<file path="src/rtl/alu_issue_ctrl.sv">
// Execute-stage issuer: decodes a MIPS instruction into an ALU request and returns a registered
// writeback/branch response. Define ALU_ISSUE_BRANCH_TARGET_EN to compute rsp_target.
module alu_issue_ctrl #(
    parameter logic [31:0] RESET_PC_OFFSET = 32'd4
) (
    input  logic        clk,
    input  logic        reset,
    input  logic        req_valid,
    output logic        req_ready,
    input  logic [31:0] req_instr,
    input  logic [31:0] req_pc,
    input  logic [31:0] req_rs_val,
    input  logic [31:0] req_rt_val,
    output logic [31:0] alu_in1,
    output logic [31:0] alu_in2,
    output logic [5:0]  alu_ctrl,
    input  logic [31:0] alu_out,
    input  logic        alu_zero,
    output logic        rsp_valid,
    input  logic        rsp_ready,
    output logic [31:0] rsp_result,
    output logic        rsp_wb_en,
    output logic [4:0]  rsp_wb_reg,
    output logic        rsp_taken,
    output logic [31:0] rsp_target,
    output logic        rsp_illegal
);

    typedef enum logic [1:0] {IDLE, EXEC, RESP} state_t;

    state_t state_q, state_d;

    logic [5:0]  op, funct;
    logic [4:0]  rs_f, rt_f, rd_f, shamt;
    logic [15:0] imm;
    logic signed [31:0] imm_sext;

    assign op       = req_instr[31:26];
    assign rs_f     = req_instr[25:21];
    assign rt_f     = req_instr[20:16];
    assign rd_f     = req_instr[15:11];
    assign shamt    = req_instr[10:6];
    assign funct    = req_instr[5:0];
    assign imm      = req_instr[15:0];
    assign imm_sext = {{16{imm[15]}}, imm};

    logic        dec_legal, dec_wb_en, dec_branch, dec_jr;
    logic [5:0]  dec_ctrl;
    logic [31:0] dec_in1, dec_in2;
    logic [4:0]  dec_wb_reg;

    always_comb begin
        dec_legal  = 1'b1;
        dec_ctrl   = 6'd0;
        dec_in1    = req_rs_val;
        dec_in2    = req_rt_val;
        dec_wb_en  = 1'b0;
        dec_wb_reg = rt_f;
        dec_branch = 1'b0;
        dec_jr     = 1'b0;
        case (op)
            6'h00: begin
                dec_ctrl   = funct;
                dec_wb_en  = 1'b1;
                dec_wb_reg = rd_f;
                case (funct)
                    6'b100000, 6'b100001, 6'b100010, 6'b100011, 6'b100100,
                    6'b100101, 6'b100110, 6'b101010, 6'b101011: ;
                    6'b000000, 6'b000010, 6'b000011: begin
                        dec_in1 = req_rt_val;
                        dec_in2 = {27'd0, shamt};
                    end
                    6'b000100, 6'b000110: begin
                        dec_in1 = req_rt_val;
                        dec_in2 = {27'd0, req_rs_val[4:0]};
                    end
                    6'b001000: begin
                        dec_wb_en = 1'b0;
                        dec_jr    = 1'b1;
                    end
                    default: dec_legal = 1'b0;
                endcase
            end
            6'h08, 6'h09, 6'h0A, 6'h0B, 6'h23, 6'h2B: begin
                case (op)
                    6'h09:   dec_ctrl = 6'b100001;
                    6'h0A:   dec_ctrl = 6'b101010;
                    6'h0B:   dec_ctrl = 6'b101011;
                    default: dec_ctrl = 6'b100000;
                endcase
                dec_in2   = $unsigned(imm_sext);
                dec_wb_en = (op != 6'h2B);
            end
            6'h0C, 6'h0D, 6'h0E: begin
                dec_ctrl  = (op == 6'h0C) ? 6'b100100 :
                            (op == 6'h0D) ? 6'b100101 : 6'b100110;
                dec_in2   = {16'd0, imm};
                dec_wb_en = 1'b1;
            end
            6'h0F: begin
                dec_ctrl  = 6'b111000;
                dec_in2   = {imm, 16'd0};
                dec_wb_en = 1'b1;
            end
            6'h04, 6'h05: begin
                dec_ctrl   = (op == 6'h04) ? 6'b110000 : 6'b110001;
                dec_branch = 1'b1;
            end
            6'h06, 6'h07: begin
                dec_ctrl   = (op == 6'h07) ? 6'b110010 : 6'b110011;
                dec_in2    = 32'd0;
                dec_branch = 1'b1;
            end
            6'h01: begin
                dec_in2    = 32'd0;
                dec_branch = 1'b1;
                if (rt_f == 5'd1)      dec_ctrl = 6'b110100;
                else if (rt_f == 5'd0) dec_ctrl = 6'b110101;
                else                   dec_legal = 1'b0;
            end
            default: dec_legal = 1'b0;
        endcase
        // $zero is never a writeback destination
        if (dec_wb_reg == 5'd0) dec_wb_en = 1'b0;
        if (!dec_legal) begin
            dec_ctrl   = 6'd0;
            dec_in1    = 32'd0;
            dec_in2    = 32'd0;
            dec_wb_en  = 1'b0;
            dec_wb_reg = 5'd0;
            dec_branch = 1'b0;
            dec_jr     = 1'b0;
        end
    end

    logic [31:0] alu_in1_q, alu_in1_d, alu_in2_q, alu_in2_d;
    logic [5:0]  alu_ctrl_q, alu_ctrl_d;
    logic        wb_en_q, wb_en_d, branch_q, branch_d, jr_q, jr_d;
    logic [4:0]  wb_reg_q, wb_reg_d;
    logic        rsp_valid_q, rsp_valid_d, rsp_wb_en_q, rsp_wb_en_d;
    logic        rsp_taken_q, rsp_taken_d, rsp_illegal_q, rsp_illegal_d;
    logic [31:0] rsp_result_q, rsp_result_d;
    logic [4:0]  rsp_wb_reg_q, rsp_wb_reg_d;

    always_comb begin
        state_d       = state_q;
        alu_in1_d     = alu_in1_q;
        alu_in2_d     = alu_in2_q;
        alu_ctrl_d    = alu_ctrl_q;
        wb_en_d       = wb_en_q;
        wb_reg_d      = wb_reg_q;
        branch_d      = branch_q;
        jr_d          = jr_q;
        rsp_valid_d   = rsp_valid_q;
        rsp_result_d  = rsp_result_q;
        rsp_wb_en_d   = rsp_wb_en_q;
        rsp_wb_reg_d  = rsp_wb_reg_q;
        rsp_taken_d   = rsp_taken_q;
        rsp_illegal_d = rsp_illegal_q;
        case (state_q)
            IDLE: begin
                if (req_valid) begin
                    if (dec_legal) begin
                        state_d    = EXEC;
                        alu_in1_d  = dec_in1;
                        alu_in2_d  = dec_in2;
                        alu_ctrl_d = dec_ctrl;
                        wb_en_d    = dec_wb_en;
                        wb_reg_d   = dec_wb_reg;
                        branch_d   = dec_branch;
                        jr_d       = dec_jr;
                    end else begin
                        // Illegal encodings skip the ALU and answer immediately
                        state_d       = RESP;
                        rsp_valid_d   = 1'b1;
                        rsp_illegal_d = 1'b1;
                    end
                end
            end
            EXEC: begin
                state_d      = RESP;
                rsp_valid_d  = 1'b1;
                rsp_result_d = alu_out;
                rsp_wb_en_d  = wb_en_q;
                rsp_wb_reg_d = wb_reg_q;
                rsp_taken_d  = branch_q ? alu_zero : jr_q;
            end
            RESP: begin
                if (rsp_ready) begin
                    state_d       = IDLE;
                    alu_in1_d     = 32'd0;
                    alu_in2_d     = 32'd0;
                    alu_ctrl_d    = 6'd0;
                    wb_en_d       = 1'b0;
                    wb_reg_d      = 5'd0;
                    branch_d      = 1'b0;
                    jr_d          = 1'b0;
                    rsp_valid_d   = 1'b0;
                    rsp_result_d  = 32'd0;
                    rsp_wb_en_d   = 1'b0;
                    rsp_wb_reg_d  = 5'd0;
                    rsp_taken_d   = 1'b0;
                    rsp_illegal_d = 1'b0;
                end
            end
            default: state_d = IDLE;
        endcase
    end

    always_ff @(posedge clk) begin
        if (reset) begin
            state_q       <= IDLE;
            alu_in1_q     <= 32'd0;
            alu_in2_q     <= 32'd0;
            alu_ctrl_q    <= 6'd0;
            wb_en_q       <= 1'b0;
            wb_reg_q      <= 5'd0;
            branch_q      <= 1'b0;
            jr_q          <= 1'b0;
            rsp_valid_q   <= 1'b0;
            rsp_result_q  <= 32'd0;
            rsp_wb_en_q   <= 1'b0;
            rsp_wb_reg_q  <= 5'd0;
            rsp_taken_q   <= 1'b0;
            rsp_illegal_q <= 1'b0;
        end else begin
            state_q       <= state_d;
            alu_in1_q     <= alu_in1_d;
            alu_in2_q     <= alu_in2_d;
            alu_ctrl_q    <= alu_ctrl_d;
            wb_en_q       <= wb_en_d;
            wb_reg_q      <= wb_reg_d;
            branch_q      <= branch_d;
            jr_q          <= jr_d;
            rsp_valid_q   <= rsp_valid_d;
            rsp_result_q  <= rsp_result_d;
            rsp_wb_en_q   <= rsp_wb_en_d;
            rsp_wb_reg_q  <= rsp_wb_reg_d;
            rsp_taken_q   <= rsp_taken_d;
            rsp_illegal_q <= rsp_illegal_d;
        end
    end

`ifdef ALU_ISSUE_BRANCH_TARGET_EN
    logic [31:0] dec_target, target_q, target_d, rsp_target_q, rsp_target_d;

    assign dec_target = dec_jr ? req_rs_val
                               : req_pc + RESET_PC_OFFSET + ($unsigned(imm_sext) << 2);

    always_comb begin
        target_d     = target_q;
        rsp_target_d = rsp_target_q;
        case (state_q)
            IDLE:    if (req_valid && dec_legal) target_d = (dec_branch || dec_jr) ? dec_target : 32'd0;
            EXEC:    rsp_target_d = target_q;
            RESP:    if (rsp_ready) begin
                         target_d     = 32'd0;
                         rsp_target_d = 32'd0;
                     end
            default: ;
        endcase
    end

    always_ff @(posedge clk) begin
        if (reset) begin
            target_q     <= 32'd0;
            rsp_target_q <= 32'd0;
        end else begin
            target_q     <= target_d;
            rsp_target_q <= rsp_target_d;
        end
    end

    assign rsp_target = rsp_target_q;
`else
    logic unused_pc;
    assign unused_pc  = ^req_pc;
    assign rsp_target = 32'd0;
`endif

    assign req_ready   = (state_q == IDLE);
    assign alu_in1     = alu_in1_q;
    assign alu_in2     = alu_in2_q;
    assign alu_ctrl    = alu_ctrl_q;
    assign rsp_valid   = rsp_valid_q;
    assign rsp_result  = rsp_result_q;
    assign rsp_wb_en   = rsp_wb_en_q;
    assign rsp_wb_reg  = rsp_wb_reg_q;
    assign rsp_taken   = rsp_taken_q;
    assign rsp_illegal = rsp_illegal_q;

endmodule

</file>
<file path="config.mk">
export PLATFORM = sky130hd
export DESIGN_NAME = alu_issue_ctrl
export DESIGN_NICKNAME = d
export VERILOG_FILES = /design/src/rtl/alu_issue_ctrl.sv
export SDC_FILE = /design/constraint.sdc
export NUM_CORES = 1
export LEC_CHECK = 0
export ABC_CLOCK_PERIOD_IN_PS = 2500
export BUFFER_PORTS_ARGS = -buffer_cell sky130_fd_sc_hd__buf_2
export CORE_AREA = 2 2 119 121
export CTS_BUF_LIST = sky130_fd_sc_hd__clkbuf_4 sky130_fd_sc_hd__clkbuf_8
export DETAILED_ROUTE_END_ITERATION = 8
export DIE_AREA = 0 0 121 123
export PLACE_DENSITY = 0.77
export SLEW_MARGIN = 10
export SYNTH_ARGS = -nofsm -noshare
export SYNTH_HDL_FRONTEND = slang
export SYNTH_SLANG_ARGS = --single-unit
</file>
<file path="constraint.sdc">
create_clock -name clk -period 2.5 [get_ports clk]
set_input_delay 0.25 -clock clk [delete_from_list [all_inputs] [get_ports clk]]
set_output_delay 0.25 -clock clk [all_outputs]
set_load 0.02 [all_outputs]
</file>
## Yosys cells after proc, flatten, opt, wreduce, memory -nomap -nowiden

Cells that the tools add are included.

| word-level totals | value |
|---|---|
| flip-flop bits (word level) | 121 |
| input port bits | 165 |
| word-level logic and storage cells | 137 |

| operators by class | value |
|---|---|
| eq/ne operators | 37 |
| mux-type cells | 61 |
| reductions and logical operators | 25 |

Operator list:

| kind | number |
|---|---|
| 32-bit case mux with 2 select lines | 4 |
| 32-bit two-way mux | 7 |
| 32-bit case mux with 5 select lines | 1 |
| 6-bit == test, second input constant | 11 |
| 6-bit by 4-bit == test with 1-bit output, second input constant | 9 |
| 6-bit case mux with 7 select lines | 1 |
| 6-bit by 3-bit == test with 1-bit output, second input constant | 6 |
| 6-bit two-way mux | 5 |
| 1-bit two-way mux | 20 |
| 5-bit two-way mux | 4 |
| 5-bit case mux with 2 select lines | 2 |
| 15-bit OR reduction | 1 |
| 14-bit OR reduction | 1 |
| 6-bit by 2-bit == test with 1-bit output, second input constant | 2 |
| 6-bit logical NOT | 2 |
| 1-bit case mux with 2 select lines | 6 |
| 4-bit case mux with 3 select lines | 1 |
| 6-bit case mux with 2 select lines | 1 |
| 4-bit AND reduction | 3 |
| 5-bit logical NOT | 2 |
| 2-bit two-way mux | 5 |
| 5-bit OR reduction | 2 |
| 1-bit case mux with 3 select lines | 3 |
| 3-bit OR reduction | 3 |
| 15 further kinds | 21 |

## Depth between registers and ports, before layout

Gate-level depths: netlist (run 1).

| logic depth | value |
|---|---|
| word-level depth | 7 |
| depth in mapped cells | 10 |
| gate-level depth less buffers | 6 |

## Worst setup path after synthesis (run 1)

No wires, ideal clock.

| path | value |
|---|---|
| path type | input to register |
| start point | input port req_instr[29] |
| end point | register alu_in1_q[0] (netlist: alu_in1[0]) |
| setup time | 0.128 ns |
| arrival time | 1.811 ns |
| data required time | 2.372 ns |
| path slack | 0.561 ns |
| stages | 9 |
| path buffers | 3 |
| cell sequence | clkbuf_2 or3_4 nor3_4 and2_1 buf_4 buf_6 mux2i_1 a2bb2oi_1 nor2_1 |

| between the ends | value |
|---|---|
| cells in the longest elaborated chain, start to end | 5 |

Ends and longest elaborated chain:

| what | RTL line | text |
|---|---|---|
| from (decl) | 10 | `input logic [31:0] req_instr,` |
| 6-bit by 4-bit == test with 1-bit output, or another cell as far along | 61 | `case (op)` |
| 14-bit OR reduction (no line) / 32-bit two-way mux (equally long branches) | - |  |
| 1-bit case mux with 3 select lines / 32-bit two-way mux (equally long branches) | 61, 163 |  |
| 2-bit by 1-bit != test with 1-bit output (no line) / 32-bit two-way mux (equally long branches) | - |  |
| 4-bit AND reduction (no line) / 32-bit case mux with 2 select lines (equally long branches) | - |  |
| to (signal assigned) | 228 | `alu_in1_q <= alu_in1_d;` |
| to (decl) | 136 | `logic [31:0] alu_in1_q, alu_in1_d, alu_in2_q, alu_in2_d;` |

Parallel ways exist; a longest one is shown, timed or not. The select of a mux whose other input is x is not followed.
A chain may end at the register's enable or synchronous reset.

## Worst setup path in the final report (run 1)

| path | value |
|---|---|
| start point | input port req_instr[31] |
| end point | register alu_in2_q[23] (netlist: alu_in2[23]) |

| between the ends | value |
|---|---|
| cells in the longest elaborated chain, start to end | 6 |

Ends and longest elaborated chain:

| what | RTL line | text |
|---|---|---|
| 6-bit by 4-bit == test with 1-bit output, or another cell as far along | 61 |  |
| 6-bit OR reduction, or another cell as far along | 61 |  |
| 32-bit case mux with 5 select lines | 61 |  |
| 32-bit two-way mux | 163 | `if (dec_legal) begin` |
| 32-bit two-way mux | 162 | `if (req_valid) begin` |
| 32-bit case mux with 2 select lines | 160 | `case (state_q)` |
| to (signal assigned) | 229 | `alu_in2_q <= alu_in2_d;` |
| to (decl) | 136 |  |

Parallel ways exist; a longest one is shown, timed or not. The select of a mux whose other input is x is not followed.

==> results of run 1 <==
## path summary, 6_finish.rpt
path | slack [ns] | to | depth (start not counted) | startpoint
worst min register to register | 0.48 | rsp_valid | 2 | rsp_valid
worst max register to register | 0.77 | alu_ctrl[3] | 4 | state_q[1]
worst min-delay path | 0.06 | rsp_result[16] | 3 | alu_out[16]
worst max-delay path | 0.54 | alu_in2[23] | 6 | req_instr[31]
## synth_stat cells (2+ instances only)
library cell and n:
mux2i_1 38, xor2_1 2, nor4_1 2, a21boi_0 2, o22ai_1 2, or4_1 2, a32oi_1 2, a22o_1 5
a221oi_1 17, nand2_1 4, buf_6 9, o41ai_2 3, buf_2 9, o31ai_1 22, a21oi_1 8, a31oi_1 4
a222oi_1 5, nand2b_1 3, clkbuf_1 32, nor3b_1 3, a22oi_1 52, and3b_1 2, nor2b_1 5, nor2_1 105
inv_1 3, a2bb2oi_1 54, nand3b_1 26, buf_4 42, dfxtp_1 121, buf_1 3, o21ai_0 5, nand3_1 3
nor3_1 4
## critical path: stages
cell       delay, ns
buf_2           0.15
or2_1           0.39
nor3_2          0.95
a221oi_1        0.28
a2bb2oi_1       0.20
nor2_1          0.09
## power groups by stage
stage                     combinational (mW)  clock [mW]  sequential [mW]
after CTS                              0.736        1.86             2.01
after floorplan                        0.452           0             2.11
after detailed placement               0.732           0             2.06
final                                  0.737        1.82             2.01
after global placement                 0.728           0             2.05
after global routing                   0.796        1.96             2.02
## kinds of logic after synthesis
group	Yosys count	share of synthesized area
AO/OA/AOI/OAI	193	0.2651
multiplexers	39	0.06659
XOR/XNOR	2	0.002979
AND/OR/NAND/NOR	170	0.1492
other	1	0.0006377
buffers and inverters	99	0.1036
flip-flops	121	0.4119
## cell type report
| cell class | count | area [µm²] |
|---|---|---|
| fill | 1244 | 6116 |
| multi-input combinational | 436 | 2985 |
| sequential | 121 | 2422 |
| timing repair buffer | 262 | 1434 |
| clock buffer | 20 | 269.0 |
| tap | 180 | 225.2 |
| clock inverter | 12 | 148.9 |
| inverter | 3 | 11.26 |
## layer usage
layer  share of wire  wire (µm)  up-vias
met1            0.43       7640     2693
li1                -          -     2706
met3           0.059       1052       37
met5               0          0        -
met4           0.026        467        0
met2            0.49       8652      200
## through the flow
stage | worst slack, ns | util | total power [mW] | instances | hold slack, ns
CTS | 0.6076 | 0.5507 | 4.605 | 1034 | 0.03893
global placement | 0.2435 | 0.5200 | 2.780 | 1002 | 0.4594
global route | 0.4383 | 0.5507 | 4.774 | 1034 | 0.03946
floorplan | 0.5612 | - | 2.560 | 656 | 0.4126
detailed placement | 0.1390 | 0.5200 | 2.788 | 1002 | 0.4713
finish | 0.5445 | 0.5507 | 4.570 | 1034 | 0.05920
==> metrics.csv, run 1 <==
metric;value;unit
drive_gt1_frac;0.3665;
dieArea;14880;µm²
stdcell_area;7496;µm²
num_rows;43;
p_per_area;609.6;nW/µm²
dp_hpwl;12950;µm
drt_drc_violations_left;0;
routedWlPerCell;17.23;µm
finalSetupViolCount;0;
port_buffers;239;
postSynthCellCount;625;
power_switching;1.254;mW
grtUsageMet2;0.3701;
ant_nets;0;
worst_setup_path_end_kind;flip-flop;
synth_edf_count;0;
yosysTopAreaCellShare;0.4119;
vias;5636;
post_cts_resized;0;
drv_slew;0;
sw_frac_of_total;0.2744;
pwr-share-comb;0.161;
p_leak;3.372;nW
slew_headroom;0.2529;
n_antenna_cell;0;
coreArea;13610;µm²
nets;1006;
worst_slew_pin_slew;1.115;ns
yosysSeqAreaShare;0.4119;
vias_per_cell;5.451;
status;finished clean;
clk_latency;0.44;ns
clockBufferDepth;2;
busiest_layer;met2;
final_common_cell;buf_2;
synth_ff_type;dfxtp_1;
fin_tns_setup;0;ns
synth-seq-cells;121;
cap_violations;0;
io_pins;309;
die_x;121;µm
rsz0062_at_grt;false;
clkTransAtPathRegs;0.07;ns
cts_sinks;121;
gr-total-overflow;0;
clkPwrFrac;0.398;
hold_class;in2reg;
antenna_found_initial;0;
die_h;123;µm
grt_pass1_vias;5097;
place_area;7078;µm²
peakVddDrop;0.2916;mV
cts_hold_buffers;0;
areaGrowthSynthToFinish;27.47;%
use_met3;0.06089;
required;2.86;ns
max_freq;511.4;MHz
grt_pass1_wl;26760;µm
power_frac_seq;0.440;
yosys_warnings;0;
gp_congestion;0.8583;
crit_type;in2reg;
drt_iter0_markers;495;
cp_data_arrival_time;2.32;ns
min_period;1.955;ns
p_int;3.316;mW
layout_common_cells;buf_2, dfxtp_1, nor2_1;
synth.area.top_cells;dfxtp_1, a2bb2oi_1, nor2_1;
cts_tree;yes;
period_share;0.7822;
postCtsSetupBuffers;0;
startpoint_type;primary input;
grtUsageMet1;0.2914;
cts-root-buf;clkbuf_8;
cts_max_level;4;
start_util;0.4320;
synth_top_cell_by_area;dfxtp_1;
finalHoldViolCount;0;
grt_usage;0.2301;
synth.avg_cell_area;9.409;µm²
dr.pass1.iters;5;
skew;0.006808;ns
cts_made_buffers;17;
synth_cell_types;59;
grt_start_max_net_pins;49;
syn-cell-area;5881;µm²
crit_fanout;16;
routed_wl;17810;µm
synthArstFlopShare;0;
Power figures use the tool's default switching activity.
==> run 2, diff against run 1 <==
Settings changed: ABC_CLOCK_PERIOD_IN_PS 2500 to 1910.
Clock period 2.5 ns to 1.91 ns, I/O delays scaled along.
==> run 2 against run 1 <==
Utilization rose by 4.7 points. Total power rose by 37%. Register-to-register slack got worse by 0.57 ns. Clock-buffer cell count rose by 2.
==> metrics.csv, run 2 (synthesis gave the netlist of run 1 again) <==
metric;value;unit;change
status;finished clean;;
max_freq;585.9;MHz;
hold_class;in2reg;;
finalSetupViolCount;0;;unchanged
die_h;123;µm;unchanged
finalHoldViolCount;0;;unchanged
port_buffers;239;;unchanged
required;2.27;ns;-0.59 ns
io_pins;309;;unchanged
clk_latency;0.45;ns;about the same
p_leak;3.696;nW;+9.6%
areaGrowthSynthToFinish;38.30;%;
layout_common_cells;buf_2, dfxtp_1, nor2_1;;
drv_slew;0;;unchanged
final_core_util;0.5975;;+0.04679
vias;6063;;+7.6%
drt_drc_violations_left;0;;unchanged
hold_end;rsp_result[2];;
routed_wl;19220;µm;+7.9%
grt_start_max_net_pins;122;;+150%
cp_data_arrival_time;2.07;ns;-0.25 ns
grt_pass1_vias;5516;;+8.2%
fin_tns_setup;0;ns;unchanged
cts_max_level;4;;unchanged
rsz0062_at_grt;false;;
drive_gt1_frac;0.3788;;+0.01231
place_area;7408;µm²;+4.7%
antenna_found_initial;0;;unchanged
grt_usage;0.2495;;+0.01942
cts_made_buffers;17;;unchanged
cts_tree;yes;;
clkTransAtPathRegs;0.07;ns;about the same
min_period;1.707;ns;
num_rows;43;;unchanged
p_per_area;767.7;nW/µm²;+26%
dr.pass1.iters;7;;+2
timing.rr.end;alu_ctrl[3];;
stdcell_area;8133;µm²;+8.5%
die_x;121;µm;unchanged
skew;0.007492;ns;+0.0006838 ns
clockBufferDepth;2;;unchanged
worst_slew_pin_slew;0.7728;ns;-0.3417 ns
reg2reg_depth;4;;unchanged
cts-root-buf;clkbuf_8;;
crit_type;reg2reg;;
r2r_setup_slack;0.20;ns;-0.57 ns
crit_fanout;8;;-8
vias_per_cell;5.532;;+1.5%
hp-start;alu_out[2];;
nets;1068;;+6.2%
grt_pass1_wl;28790;µm;+7.6%
cts_sinks;121;;unchanged
whs;0.01925;ns;-0.03995 ns
gp_congestion;0.9086;;+5.9%
power;6.244;mW;+37%
n_antenna_cell;0;;unchanged
drt_iter0_markers;522;;+5.5%
slew_headroom;0.4834;;+0.2305
cap_violations;0;;unchanged
startpoint_type;flip-flop;;
final_common_cell;buf_2;;
peakVddDrop;0.3357;mV;+15%
dp_hpwl;13420;µm;+3.6%
dieArea;14880;µm²;unchanged
start_util;0.4320;;unchanged
gr-total-overflow;0;;unchanged
period_share;0.8936;;
r2r-start;state_q[1];;
coreArea;13610;µm²;unchanged
routedWlPerCell;17.54;µm;+1.8%
holdPathStages;3;;unchanged
worst_setup_path_end_kind;flip-flop;;
postCtsSetupBuffers;0;;unchanged
ant_nets;0;;unchanged
[run 2: changes by cell type in the layout (fill, tap and decap cells not counted), sizes merged]
cell	previous run	this run
clkinv	5	2
buf	262	296
clkbuf	20	22
clkinvlp	4	5
dlygate4sd3	0	28
[run 2: final cells by class]
cell class              instances  area, µm²
multi-input cells             436       2992
clock buffers                  22      296.5
flip-flops and latches        121       2422
well taps                     180      225.2
repair buffers                324       2044
clock inverters                10      141.4
inverters                       3      11.26
fillers                      1171       5479
[run 2: what timing repair did]
| action | in CTS | in global routing |
|---|---|---|
| endpoints found under the hold margin | 28 | 0 |
| endpoints found under the setup margin | 0 | 1 |
| hold buffers | 28 | 0 |
| gates resized for setup | 0 | 1 |
[run 2: where the power goes]
group	internal, mW	switching [mW]
registers	2.59	0.0402
logic	0.490	0.619
clock network	1.44	1.06
[run 2: worst max path at each step]
stage             startpoint          end  slack (ns)  cells after the start
2_1_floorplan  req_instr[29]   alu_in1[0]        0.03                      9
3_3_place_gp   req_instr[31]  alu_in2[23]       -0.17                      6
3_5_place_dp   req_instr[31]  alu_in2[27]       -0.23                      6
4_1_cts           state_q[1]  alu_ctrl[3]        0.19                      4
5_1_grt           state_q[1]   alu_in1[3]        0.09                      7
6_report          state_q[1]  alu_ctrl[3]        0.20                      4
[run 2: per-stage QoR]
step,worst slack (ns),std cells
detailed placement,-0.2344,1036
global placement,-0.1719,1036
CTS,0.1910,1096
floorplan,0.03016,656
finish,0.2033,1096
global route,0.09311,1096
[run 2: worst max-delay path, cell delays in order (launching register included)]
cell	delay (ns)
dfxtp_1	0.41
nor2b_1	0.21
or2_2	0.31
a211o_1	0.38
o41ai_2	0.30
[run 2: per-layer routing]
metal / track usage / wire length [µm] / up-vias
met4: 0.1163 / 596 / 0
li1: - / - / 2843
met3: 0.04982 / 1283 / 51
met2: 0.4224 / 9620 / 286
met5: 0 / 0 / -
met1: 0.3056 / 7723 / 2883
==> run 3, diff against run 2 <==
==> constraint.sdc (replaced) <==
create_clock -name clk -period 1.91 [get_ports clk]
set_input_delay 0.0955 -clock clk [delete_from_list [all_inputs] [get_ports clk]]
set_output_delay 0.0955 -clock clk [all_outputs]
set_load 0.02 [all_outputs]
==> run 3 against run 2 <==
Register-to-register slack gained 0.07 ns. Wire length shrank 0.18%. Maximum frequency shrank 7.7%. Cell count shrank 0.64%. Non-clock buffer count shrank 7. Total power shrank 0.70%. Combinational power is essentially flat. Setup slack lost 0.14 ns. Sequential share of layout area grew 0.16 points. First-iteration DRC count shrank 14%. Critical path type is now in2reg. Critical endpoint is now alu_in1[7].
==> metrics.csv, run 3 (synthesis gave the netlist of run 1 again) <==
metric;value;unit;change
grt_start_max_net_pins;122;;unchanged
vias;5996;;-1.1%
cap_violations;0;;unchanged
power_switching;1.719;mW;about the same
sw_frac_of_total;0.2772;;+0.001961
cts-root-buf;clkbuf_8;;
slew_headroom;0.2388;;-0.2446
final_core_util;0.5943;;-0.003217
finalSetupViolCount;0;;unchanged
clkTransAtPathRegs;0.07;ns;about the same
routed_wl;19190;µm;-0.18%
peakVddDrop;0.3961;mV;+18%
gr-total-overflow;0;;unchanged
drt_iter0_markers;450;;-14%
worst_slack;0.06168;ns;-0.1416 ns
crit_type;in2reg;;
worst_setup_path_end_kind;flip-flop;;
required;2.28;ns;about the same
startpoint_type;primary input;;
finalHoldViolCount;0;;unchanged
drt_drc_violations_left;0;;unchanged
grt_pass1_vias;5510;;-0.11%
grt_usage;0.2469;;-0.002604
clockBufferDepth;2;;unchanged
postCtsSetupBuffers;0;;unchanged
start_util;0.4320;;unchanged
worst_slew_pin_slew;1.136;ns;+0.3627 ns
cts_sinks;121;;unchanged
clk_latency;0.45;ns;about the same
drv_slew;0;;unchanged
place_ws;-0.1463;ns;+0.08803 ns
p_per_area;766.5;nW/µm²;-0.17%
layout_common_cells;buf_2, dfxtp_1, nor2_1;;
num_rows;43;;unchanged
hold_class;in2reg;;
rsz0062_at_grt;true;;
cts_made_buffers;17;;unchanged
p_int;4.481;mW;-0.97%
skew;0.009262;ns;+0.001770 ns
crit_fanout;38;;+30
cp_data_arrival_time;2.22;ns;+0.15 ns
final_common_cell;buf_2;;
coreArea;13610;µm²;unchanged
p_leak;3.642;nW;-1.5%
min_period;1.848;ns;+0.1416 ns
die_h;123;µm;unchanged
grt_pass1_wl;28720;µm;-0.22%
ant_nets;0;;unchanged
status;finished clean;;
routedWlPerCell;17.62;µm;+0.46%
cts_tree;yes;;
areaGrowthSynthToFinish;37.55;%;
dr.pass1.iters;5;;-2
gp_congestion;0.8835;;-2.8%
die_x;121;µm;unchanged
vias_per_cell;5.506;;-0.47%
cts_max_level;4;;unchanged
drive_gt1_frac;0.3685;;-0.01028
pwr-share-comb;0.174;;-0.004
power_frac_seq;0.425;;+0.003
nets;1061;;-0.66%
dieArea;14880;µm²;unchanged
antenna_found_initial;0;;unchanged
io_pins;309;;unchanged
dp_hpwl;12980;µm;-3.2%
period_share;0.9677;;+0.07415
port_buffers;239;;unchanged
clkPwrFrac;0.401;;about the same
n_antenna_cell;0;;unchanged
max_freq;541.0;MHz;-7.7%
## run 3: cell types whose count changed in the layout (fill, tap and decap cells not counted), sizes merged
cell	before	now
dlygate4sd3	28	37
clkbuf	22	21
inv	3	4
clkinvlp	5	3
clkinv	2	4
buf	296	280
## run 3: cell type report
class	instances	area, µm²
repair buffers	317	1989
flip-flops and latches	121	2422
inverters	3	11.26
clock inverters	11	141.4
multi-input cells	436	3010
clock buffers	21	289.0
fillers	1174	5523
well taps	180	225.2
## run 3: stage by stage
step	instances	total power [mW]	area, µm²	TNS [ns]	hold WS (ns)
6_report	1089	6.200	8089	0	0.01840
5_1_grt	1089	6.435	8089	-0.04814	0.01644
4_1_cts	1089	6.213	8064	0	0.00007017
3_5_place_dp	1020	3.689	7263	-2.184	0.3534
3_3_place_gp	1020	3.677	7263	-1.358	0.3412
2_1_floorplan	656	3.350	5997	0	0.2581
## run 3: path summary, 6_finish.rpt
| check | startpoint | endpoint | slack (ns) | depth (start not counted) |
|---|---|---|---|---|
| worst max register to register | state_q[1] | alu_ctrl[1] | 0.27 | 4 |
| worst max-delay path | req_instr[19] | alu_in1[7] | 0.06 | 10 |
| worst min register to register | alu_in1[11] | alu_in1[11] | 0.48 | 2 |
| worst min-delay path | req_rt_val[15] | alu_in2[15] | 0.02 | 3 |
## run 3: timing repair
item	CTS	global route
setup endpoints to repair	0	52
endpoints found under the hold margin	37	0
resized for setup	0	4
hold buffers	37	0
## run 3: critical path, stage by stage
cell and delay (ns):
dlygate4sd3_1 0.55, buf_2 0.15, nor4_2 0.26, buf_4 0.15, and4_1 0.20, a311o_2 0.16, nand3_2 0.15, buf_12 0.22
a2bb2oi_1 0.15, nor2_1 0.11
## run 3: power groups by stage
| stage | logic [mW] | registers, mW | clock network, mW |
|---|---|---|---|
| after floorplan | 0.591 | 2.76 | 0 |
| after global placement | 0.991 | 2.69 | 0 |
| after detailed placement | 1.00 | 2.69 | 0 |
| after CTS | 1.06 | 2.63 | 2.52 |
| after global routing | 1.16 | 2.64 | 2.63 |
| final | 1.08 | 2.63 | 2.49 |
## run 3: routing by layer
metal	global-route usage	wire length (µm)	vias up
met5	0	0	-
met4	0.1097	587	0
met3	0.04935	1194	47
met2	0.4091	9403	259
met1	0.3117	8004	2878
li1	-	-	2812
